<file path="src/rtl/bloom_defs.sv">
// rtl/bloom_defs.sv - shared types and constants for the bloom filter controller
// Holds the one-hot state encoding, counter defaults and the flow tuple width.
package bloom_defs;

  localparam int TUPLE_W       = 96;
  localparam int CTR_WIDTH_DEF = 4;
  localparam logic [CTR_WIDTH_DEF-1:0] CTR_MAX = '1;

  typedef enum logic [6:0] {
    S_CLEAR  = 7'b0000001,
    S_IDLE   = 7'b0000010,
    S_RD0    = 7'b0000100,
    S_RD1    = 7'b0001000,
    S_DECIDE = 7'b0010000,
    S_WR0    = 7'b0100000,
    S_WR1    = 7'b1000000
  } state_t;

endpackage

</file>
<file path="src/rtl/bloom_ctr_update.sv">
// rtl/bloom_ctr_update.sv - saturating increment/decrement of one bloom counter
// A counter at all-ones is frozen; sat flags an insert that would have wrapped.
module bloom_ctr_update
  import bloom_defs::*;
#(
  parameter int CTR_WIDTH = CTR_WIDTH_DEF
) (
  input  logic [CTR_WIDTH-1:0] ctr,
  input  logic                 op_inc,
  output logic [CTR_WIDTH-1:0] new_ctr,
  output logic                 sat
);

  localparam logic [CTR_WIDTH-1:0] ONE = CTR_WIDTH'(1);

  logic at_max;

  assign at_max = &ctr;

  always_comb begin
    new_ctr = ctr;
    sat     = 1'b0;
    if (at_max) begin
      sat = op_inc;
    end else if (op_inc) begin
      new_ctr = ctr + ONE;
    end else begin
      new_ctr = ctr - ONE;
    end
  end

endmodule

</file>
<file path="src/rtl/bloom_filter_ctrl.sv">
// rtl/bloom_filter_ctrl.sv - counting bloom filter controller over external SRAM
// Clears the SRAM after reset, then services parser insert/query requests.
module bloom_filter_ctrl
  import bloom_defs::*;
#(
  parameter int HASH_BITS       = 19,
  parameter int CTR_WIDTH       = CTR_WIDTH_DEF,
  parameter int SRAM_DATA_WIDTH = 36
) (
  input  logic                       clk,
  input  logic                       reset,
  input  logic                       bloom_wr,
  output logic                       bloom_rdy,
  input  logic [HASH_BITS-1:0]       index_0,
  input  logic [HASH_BITS-1:0]       index_1,
  input  logic                       pkt_is_ack,
  input  logic [TUPLE_W-1:0]         wire_tuple,
  output logic                       sram_req,
  output logic                       sram_rd_wr_L,
  output logic [HASH_BITS-1:0]       sram_addr,
  output logic [SRAM_DATA_WIDTH-1:0] sram_wr_data,
  input  logic                       sram_ack,
  input  logic [SRAM_DATA_WIDTH-1:0] sram_rd_data,
  output logic                       ack_hit,
  output logic                       ack_miss,
  output logic [TUPLE_W-1:0]         miss_tuple,
  output logic [31:0]                num_insert,
  output logic [31:0]                num_hit,
  output logic [31:0]                num_miss,
  output logic [31:0]                num_sat
);

  state_t                     state, state_nx;
  logic [HASH_BITS-1:0]       clr_addr, clr_nx, idx0, idx1, nidx0, addr_nx;
  logic                       is_ack, same, hit, accept, last_clr;
  logic [TUPLE_W-1:0]         tuple;
  logic [CTR_WIDTH-1:0]       c0, c1, n0, n1;
  logic                       s0, s1, req_nx, rdwr_nx;
  logic [SRAM_DATA_WIDTH-1:0] wdata_nx;
  logic                       unused_rd;

  assign same      = idx0 == idx1;
  assign hit       = (c0 != '0) && (c1 != '0);
  assign accept    = (state == S_IDLE) && bloom_wr;
  assign last_clr  = &clr_addr;
  assign clr_nx    = (state == S_CLEAR && sram_ack) ? clr_addr + HASH_BITS'(1) : clr_addr;
  assign nidx0     = accept ? index_0 : idx0;
  assign unused_rd = ^sram_rd_data[SRAM_DATA_WIDTH-1:CTR_WIDTH];

  bloom_ctr_update #(.CTR_WIDTH(CTR_WIDTH)) u_upd0 (
    .ctr(c0), .op_inc(!is_ack), .new_ctr(n0), .sat(s0)
  );
  bloom_ctr_update #(.CTR_WIDTH(CTR_WIDTH)) u_upd1 (
    .ctr(c1), .op_inc(!is_ack), .new_ctr(n1), .sat(s1)
  );

  always_ff @(posedge clk) begin
    if (reset) state <= S_CLEAR;
    else       state <= state_nx;
  end

  always_comb begin
    state_nx = state;
    case (state)
      S_CLEAR:  if (sram_ack && last_clr) state_nx = S_IDLE;
      S_IDLE:   if (bloom_wr) state_nx = S_RD0;
      S_RD0:    if (sram_ack) state_nx = same ? S_DECIDE : S_RD1;
      S_RD1:    if (sram_ack) state_nx = S_DECIDE;
      S_DECIDE: state_nx = (!is_ack || hit) ? S_WR0 : S_IDLE;
      S_WR0:    if (sram_ack) state_nx = same ? S_IDLE : S_WR1;
      S_WR1:    if (sram_ack) state_nx = S_IDLE;
      default:  state_nx = S_CLEAR;
    endcase
  end

  // SRAM signals are registered from the next state so they stay put while a request waits.
  always_comb begin
    req_nx   = 1'b0;
    rdwr_nx  = 1'b0;
    addr_nx  = '0;
    wdata_nx = '0;
    case (state_nx)
      S_CLEAR: begin req_nx = 1'b1; addr_nx = clr_nx; end
      S_RD0:   begin req_nx = 1'b1; rdwr_nx = 1'b1; addr_nx = nidx0; end
      S_RD1:   begin req_nx = 1'b1; rdwr_nx = 1'b1; addr_nx = idx1; end
      S_WR0:   begin req_nx = 1'b1; addr_nx = idx0; wdata_nx = SRAM_DATA_WIDTH'(n0); end
      S_WR1:   begin req_nx = 1'b1; addr_nx = idx1; wdata_nx = SRAM_DATA_WIDTH'(n1); end
      default: ;
    endcase
  end

  always_ff @(posedge clk) begin
    if (reset) begin
      clr_addr     <= '0;
      idx0         <= '0;
      idx1         <= '0;
      is_ack       <= 1'b0;
      tuple        <= '0;
      c0           <= '0;
      c1           <= '0;
      bloom_rdy    <= 1'b0;
      sram_req     <= 1'b0;
      sram_rd_wr_L <= 1'b0;
      sram_addr    <= '0;
      sram_wr_data <= '0;
      ack_hit      <= 1'b0;
      ack_miss     <= 1'b0;
      miss_tuple   <= '0;
      num_insert   <= '0;
      num_hit      <= '0;
      num_miss     <= '0;
      num_sat      <= '0;
    end else begin
      clr_addr     <= clr_nx;
      bloom_rdy    <= state_nx == S_IDLE;
      sram_req     <= req_nx;
      sram_rd_wr_L <= rdwr_nx;
      sram_addr    <= addr_nx;
      sram_wr_data <= wdata_nx;
      ack_hit      <= 1'b0;
      ack_miss     <= 1'b0;
      if (accept) begin
        idx0   <= index_0;
        idx1   <= index_1;
        is_ack <= pkt_is_ack;
        tuple  <= wire_tuple;
      end
      // A shared index reads once; both counter slots carry the same value.
      if (state == S_RD0 && sram_ack) begin
        c0 <= sram_rd_data[CTR_WIDTH-1:0];
        if (same) c1 <= sram_rd_data[CTR_WIDTH-1:0];
      end
      if (state == S_RD1 && sram_ack) c1 <= sram_rd_data[CTR_WIDTH-1:0];
      if (state == S_DECIDE) begin
        if (!is_ack) begin
          num_insert <= num_insert + 32'd1;
          num_sat    <= num_sat + 32'(s0) + 32'(s1 && !same);
        end else if (hit) begin
          ack_hit <= 1'b1;
          num_hit <= num_hit + 32'd1;
        end else begin
          ack_miss   <= 1'b1;
          num_miss   <= num_miss + 32'd1;
          miss_tuple <= tuple;
        end
      end
    end
  end

endmodule
</file>
<file path="config.mk">
export PLATFORM = sky130hd
export DESIGN_NAME = bloom_filter_ctrl
export DESIGN_NICKNAME = d
export VERILOG_FILES = /design/src/rtl/bloom_defs.sv /design/src/rtl/bloom_ctr_update.sv /design/src/rtl/bloom_filter_ctrl.sv
export SDC_FILE = /design/constraint.sdc
export NUM_CORES = 1
export LEC_CHECK = 0
export ABC_AREA = 0
export CELL_PAD_IN_SITES_DETAIL_PLACEMENT = 1
export CELL_PAD_IN_SITES_GLOBAL_PLACEMENT = 1
export CORE_AREA = 5 5 195 244
export DETAILED_ROUTE_END_ITERATION = 7
export DIE_AREA = 0 0 200 249
export PLACE_DENSITY = 0.95
export SYNTH_ARGS = -nofsm -noshare
export SYNTH_HDL_FRONTEND = slang
export SYNTH_SLANG_ARGS = --single-unit
export TNS_END_PERCENT = 5
</file>
<file path="constraint.sdc">
create_clock -name clk -period 7.95 [get_ports clk]
set_input_delay 1.1925 -clock clk [delete_from_list [all_inputs] [get_ports clk]]
set_output_delay 1.1925 -clock clk [all_outputs]
set_load 0.01 [all_outputs]
</file>
# Word level (Yosys, flattened, before mapping)
# Index checks and enable logic that the tools add are counted.
word_totals:
  reg_bits: 453
  out_inout_bits: 284
  word_cells: 99
classes:
  addsub: 10
  n_eq_ne: 14
  mux: 27
  n_bitwise: 3
  n_reduce_logical: 25
ops:
  columns: ["op", "n"]
  rows:
  - ["32-bit by 1-bit adder with 32-bit output, second input constant", 3]
  - ["19-bit one-hot mux with 4 select lines", 1]
  - ["32-bit by 1-bit adder with 32-bit output", 2]
  - ["7-bit two-way mux", 7]
  - ["7-bit one-hot mux with 7 select lines", 1]
  - ["19-bit two-way mux", 2]
  - ["4-bit two-way mux", 7]
  - ["19-bit by 1-bit adder with 19-bit output, second input constant", 1]
  - ["19-bit == test", 1]
  - ["19-bit AND reduction", 1]
  - ["7-bit by 1-bit == test with 1-bit output, second input constant", 2]
  - ["7-bit by 2-bit == test with 1-bit output, second input constant", 2]
  - ["7-bit by 3-bit == test with 1-bit output, second input constant", 2]
  - ["7-bit by 4-bit == test with 1-bit output, second input constant", 2]
  - ["7-bit by 6-bit == test with 1-bit output, second input constant", 2]
  - ["7-bit == test, second input constant", 2]
  - ["4-bit by 1-bit adder with 4-bit output, second input constant", 2]
  - ["4-bit one-hot mux with 2 select lines", 1]
  - ["4-bit AND reduction", 2]
  - ["4-bit nonzero test", 2]
  - ["4-bit by 1-bit subtractor with 4-bit output, second input constant", 2]
  - ["7-bit by 5-bit == test with 1-bit output, second input constant", 1]
  - ["1-bit logical AND", 7]
  - ["1-bit two-way mux", 6]
  - ["other kinds (11)", 18]

# Depth between registers and ports, before layout
depth:
  depth_word: 8
  ltp_mapped: 15
  depth_no_buf: 14

# Cells and area by module
# A second synthesis with hierarchy kept.
hier_totals:
  hier_cells: 2126
  hier_area_um2: 17262.8
by_module_without_submodules:
  columns: ["mod", "n_inst", "cells_each", "area_each_um2"]
  rows:
  - ["bloom_filter_ctrl", 1, 2094, 17010.1]
  - ["bloom_ctr_update", 2, 16, 126.4]

# Worst setup path after synthesis
# No wires, ideal clock.
synth_timing:
  kind: "register to register"
  startpoint: "register idx0[18]"
  endpoint: "register num_sat[16]"
  arrival_time_ps: 2816
  required_time_ps: 7822
  setup_slack_ps: 5006
  stages_incl_launch_ff: 15
  path_buffers: 1
  synth_period_minus_slack_ps: 2944
  cell_sequence: "dfxtp_1 > xor2_1 > nor4_1 > nand3_1 > nor2_1 > nor3_1 > fa_1 > ha_1 > inv_1 > or4_4 > or3_1 > buf_2 > nor4_4 > xnor2_1 > nor2_1"
synth_between:
  elab_chain_len: 4
synth_rtl:
  columns: ["item", "line", "rtl"]
  rows:
  - ["from (decl)", "bloom_filter_ctrl.sv:34", "logic [HASH_BITS-1:0] clr_addr, clr_nx, idx0, idx1, nidx0, addr_nx;"]
  - ["from (signal assigned)", "bloom_filter_ctrl.sv:123", "idx0 <= index_0;"]
  - ["19-bit == test", "bloom_filter_ctrl.sv:42", "assign same = idx0 == idx1;"]
  - ["1-bit logical NOT", "bloom_filter_ctrl.sv:137", "num_sat <= num_sat + 32'(s0) + 32'(s1 && !same);"]
  - ["1-bit logical AND", "bloom_filter_ctrl.sv:137", null]
  - ["32-bit by 1-bit adder with 32-bit output", "bloom_filter_ctrl.sv:137", null]
  - ["to (signal assigned)", "bloom_filter_ctrl.sv:137", null]
  - ["to (decl)", "bloom_filter_ctrl.sv:30", "output logic [31:0] num_sat"]
# Every way passes these cells.
# A chain may end at the register's enable or synchronous reset.

# Worst setup path in the final report
layout_timing:
  startpoint: "register state[5]"
  endpoint: "register sram_addr[8]"
layout_between:
  elab_chain_len: 5
  elab_cells_between_ends: 25
  classes_between: "eq/ne: 12; mux: 10; reduce/logical: 3"
layout_rtl:
  columns: ["item", "line", "rtl"]
  rows:
  - ["from (decl)", "bloom_filter_ctrl.sv:33", "state_t state, state_nx;"]
  - ["from (signal assigned)", "bloom_filter_ctrl.sv:59", "else state <= state_nx;"]
  - ["7-bit == test (tied with other cells)", "bloom_filter_ctrl.sv:64", "case (state)"]
  - ["7-bit one-hot mux with 7 select lines", "bloom_filter_ctrl.sv:64", null]
  - ["7-bit == test or 7-bit by 4-bit == test with 1-bit output (tied branches)", "bloom_filter_ctrl.sv:82", "case (state_nx)"]
  - ["2-bit OR reduction (no line)", null, null]
  - ["19-bit one-hot mux with 4 select lines (*)", "bloom_filter_ctrl.sv:82", null]
  - ["to (signal assigned)", "bloom_filter_ctrl.sv:118", "sram_addr <= addr_nx;"]
  - ["to (decl)", "bloom_filter_ctrl.sv:20", "output logic [HASH_BITS-1:0] sram_addr,"]
# Every way passes the cells marked *; elsewhere a longest branch is shown, timed or not.

==> impl_metrics.ini <==
[hold_path]
min-delay-start = tuple[66]
whs_endpoint = miss_tuple[66]
min_path_type = register to register
holdPathStages = 2

[power]
pwr-share-comb_pct = 3.0
leakage_nw = 7.65
seqPwrFrac_pct = 48.2
switching_share_pct = 21.5
p_switching_uw = 942
p_int_mw = 3.45
irDropWorstVdd_mv = 0.197
p_per_area_nw_per_um2 = 195
p_clk_share_pct = 48.8

[finish]
area.sequential_um2 = 8430
nNetsFinal = 2582
syn2layout_area_growth_pct = 33.7
drive_above_1_share_pct = 3.84
num-fill-cells = 5223
multi_input_area_um2 = 7710

[drt]
dr.pass1.iters = 6
wirelength_um = 59900
routedWlPerCell_um = 19.9
drc = 0
dr.first_iter.drc_count = 747
antenna_left = 0
dr_total_vias = 15977
via_per_inst = 5.32

[global_route]
grt_max_degree = 138
grt_overflow = 0
grt_pass1_wl_um = 93900
grt_pass1_vias = 17084
grt_usage_pct = 23.1
antenna_found_initial = 9

[setup_path]
worstReg2RegEnd = sram_addr[8]
path_cells = nor3_1 -> nand2_1 -> nor3_2 -> buf_4 -> buf_4 -> a222oi_1 -> a21oi_1
criticalPathCategory = register to register
r2r-start = state[5]
arrival_ns = 4.29
required_ns = 8.45
cp-start-kind = register
crit_family = buffers and inverters
cpPeakStageDelay_ns = 0.80
cp_max_fo = 81
r2r_slack_ns = 4.16
critPathSlowestCell = nor3_1
setup.worst_path.end_class = register
reg2reg_depth = 7
path_common_cell = buf_4
crit_buf_inv = 2

[floorplan]
std_cell_rows = 87
boundaryPins = 459
core_um2 = 44800
die_area_um2 = 49800
die_w_um = 200
start_util_pct = 37.6
die_y_um = 249

[synth]
synth_area_um2 = 16800
async_flop_share_pct = 0
yosys_warnings = 0
synth_xor_area_share_pct = 7.43
ys_ff_latch = 421
avgSynthCellArea_um2 = 8.17
synth.area.mux_share_pct = 0.654
synth-compound-area-share_pct = 11.7
synthTopCellsByArea = dfxtp_1, nand2_1, a21oi_1
yosysUniqueCellTypes = 54
syn_inst = 2063
synth_top_family_by_area = simple AND/OR/NAND/NOR gates
synth-seq-area-share_pct = 50.0
synth_area_leader_cell = dfxtp_1
synth_adder_area_share_pct = 1.02
synth_top_cell_area_share_pct = 50.0
synth-edff-count = 0
synth_flop_cell = dfxtp_1
synth-simple-area-share_pct = 24.1
yosysMostFrequentCell = nand2_1
synth_common_cells = nand2_1, dfxtp_1, a21oi_1

[cts]
clockBufferDepth = 3
tritoncts = yes
cts_root_buf = clkbuf_16
numCtsBuffers = 44
clock_latency_ns = 0.57
cts_resized = 0
clkTransAtPathRegs_ns = 0.06
hold_buffers = 0
h-tree-depth = 2
cts_sinks = 421
cts_setup_buffers = 0

[placed_design]
io_buffers = 394
hpwlAfterDp_um = 41500
place_ws_ns = 3.82
gp_congestion = 0.854

[sta]
min_period_ns = 3.79
clock.fmax_mhz = 264
setup_viol_count_final = 0
slew_violations = 0
setup_tns_ns = 0
finalCritPeriodShare_pct = 47.7
skew_ns = 0.0266
grt_setup_unrepaired = false
hold_viol_final = 0
tightest_slew_ns = 1.04
slew_headroom_pct = 30.5
setup_slack_ns = 4.16

[job]
maxCapViolations = 0

[outcome]
status = complete, no violations
-- cell families (layout without fill, tap and decap cells) --
group	after synthesis	in the layout
multiplexers	11	11
buffers and inverters	189	519
AND/OR/NAND/NOR	924	924
XOR/XNOR	143	143
AO/OA/AOI/OAI	362	362
flip-flops	421	421
adder cells (fa/ha/maj)	12	12
other	1	36
-- sequential cells by signal, summed over array words and instances, names as in the netlist --
name and count:
ack_hit 1, ack_miss 1, bloom_rdy 1, c0 4, c1 4, clr_addr 19
idx0 19, idx1 19, is_ack 1, miss_tuple 96, num_hit 32, num_insert 32
num_miss 32, num_sat 32, sram_addr 19, sram_rd_wr_L 1, sram_req 1, sram_wr_data 4
state 7, tuple 96
-- routing by layer --
layer	GRT usage, %	share of wire (%)	wire, µm	vias to the layer above
li1	-	-	-	7474
met2	42.0	51	30800	514
met1	24.3	36	21700	7825
met3	6.59	7.3	4360	154
met5	0	0.12	69	-
met4	10.6	4.9	2940	10
-- layout by cell type (no fill, tap or decap), drive strengths merged, types with 5 or more instances in the layout --
cell type      count
nand2            523
dfxtp            421
clkdlybuf4s50    393
a21oi            291
nor2             170
xor2              80
xnor2             63
clkbuf            60
nand3             45
nand4             43
inv               41
conb              32
o21ai             31
nor3              29
or3               28
nand2b            25
a222oi            19
nor4              17
and4              14
and3              11
mux2i             11
buf               11
ha                 9
and2               8
clkinv             7
bufinv             5
-- power groups by stage --
stage	registers, mW	logic, mW	clock network [mW]
final	2.11	0.133	2.14
after global routing	2.11	0.141	2.28
after CTS	2.11	0.132	2.20
after detailed placement	2.16	0.131	0
after global placement	2.16	0.128	0
after floorplan	2.16	0.0537	0
-- final cells by class --
class / instances / area share (%)
Antenna cell: 4 / 0.0444
Clock buffer: 60 / 5.57
Clock inverter: 15 / 0.994
Inverter: 40 / 0.667
Multi-Input combinational cell: 1484 / 34.2
Sequential cell: 421 / 37.4
Tap cell: 578 / 3.21
Timing Repair Buffer: 404 / 17.9
-- worst register-to-register path, cell delays in order, from the launching register on --
cell	delay (ns)
dfxtp_1	0.35
nor3_1	0.80
nand2_1	0.29
nor3_2	0.23
buf_4	0.70
buf_4	0.79
a222oi_1	0.35
a21oi_1	0.22
-- worst max-delay path by stage --
stage / start / end / cells after the start
2_1_floorplan: idx0[18] / num_sat[16] / 14
3_3_place_gp: sram_ack / sram_addr[8] / 7
3_5_place_dp: sram_ack / sram_addr[8] / 7
4_1_cts: state[4] / sram_addr[10] / 7
5_1_grt: state[4] / sram_addr[10] / 7
6_report: state[5] / sram_addr[8] / 7
-- metrics by stage --
stage                     instances  hold WS, ns  instance area [µm²]  power (mW)  utilization, %
after detailed placement       2927        0.449                21000        2.29            46.9
after floorplan                2094        0.432                17000        2.21               -
after CTS                      3002        0.455                22500        4.44            50.2
after global routing           3006        0.478                22500        4.53            50.2
final                          3006        0.454                22500        4.39            50.2
after global placement         2927        0.436                21000        2.29            46.9
No activity file was read; power rests on OpenSTA's default activity.
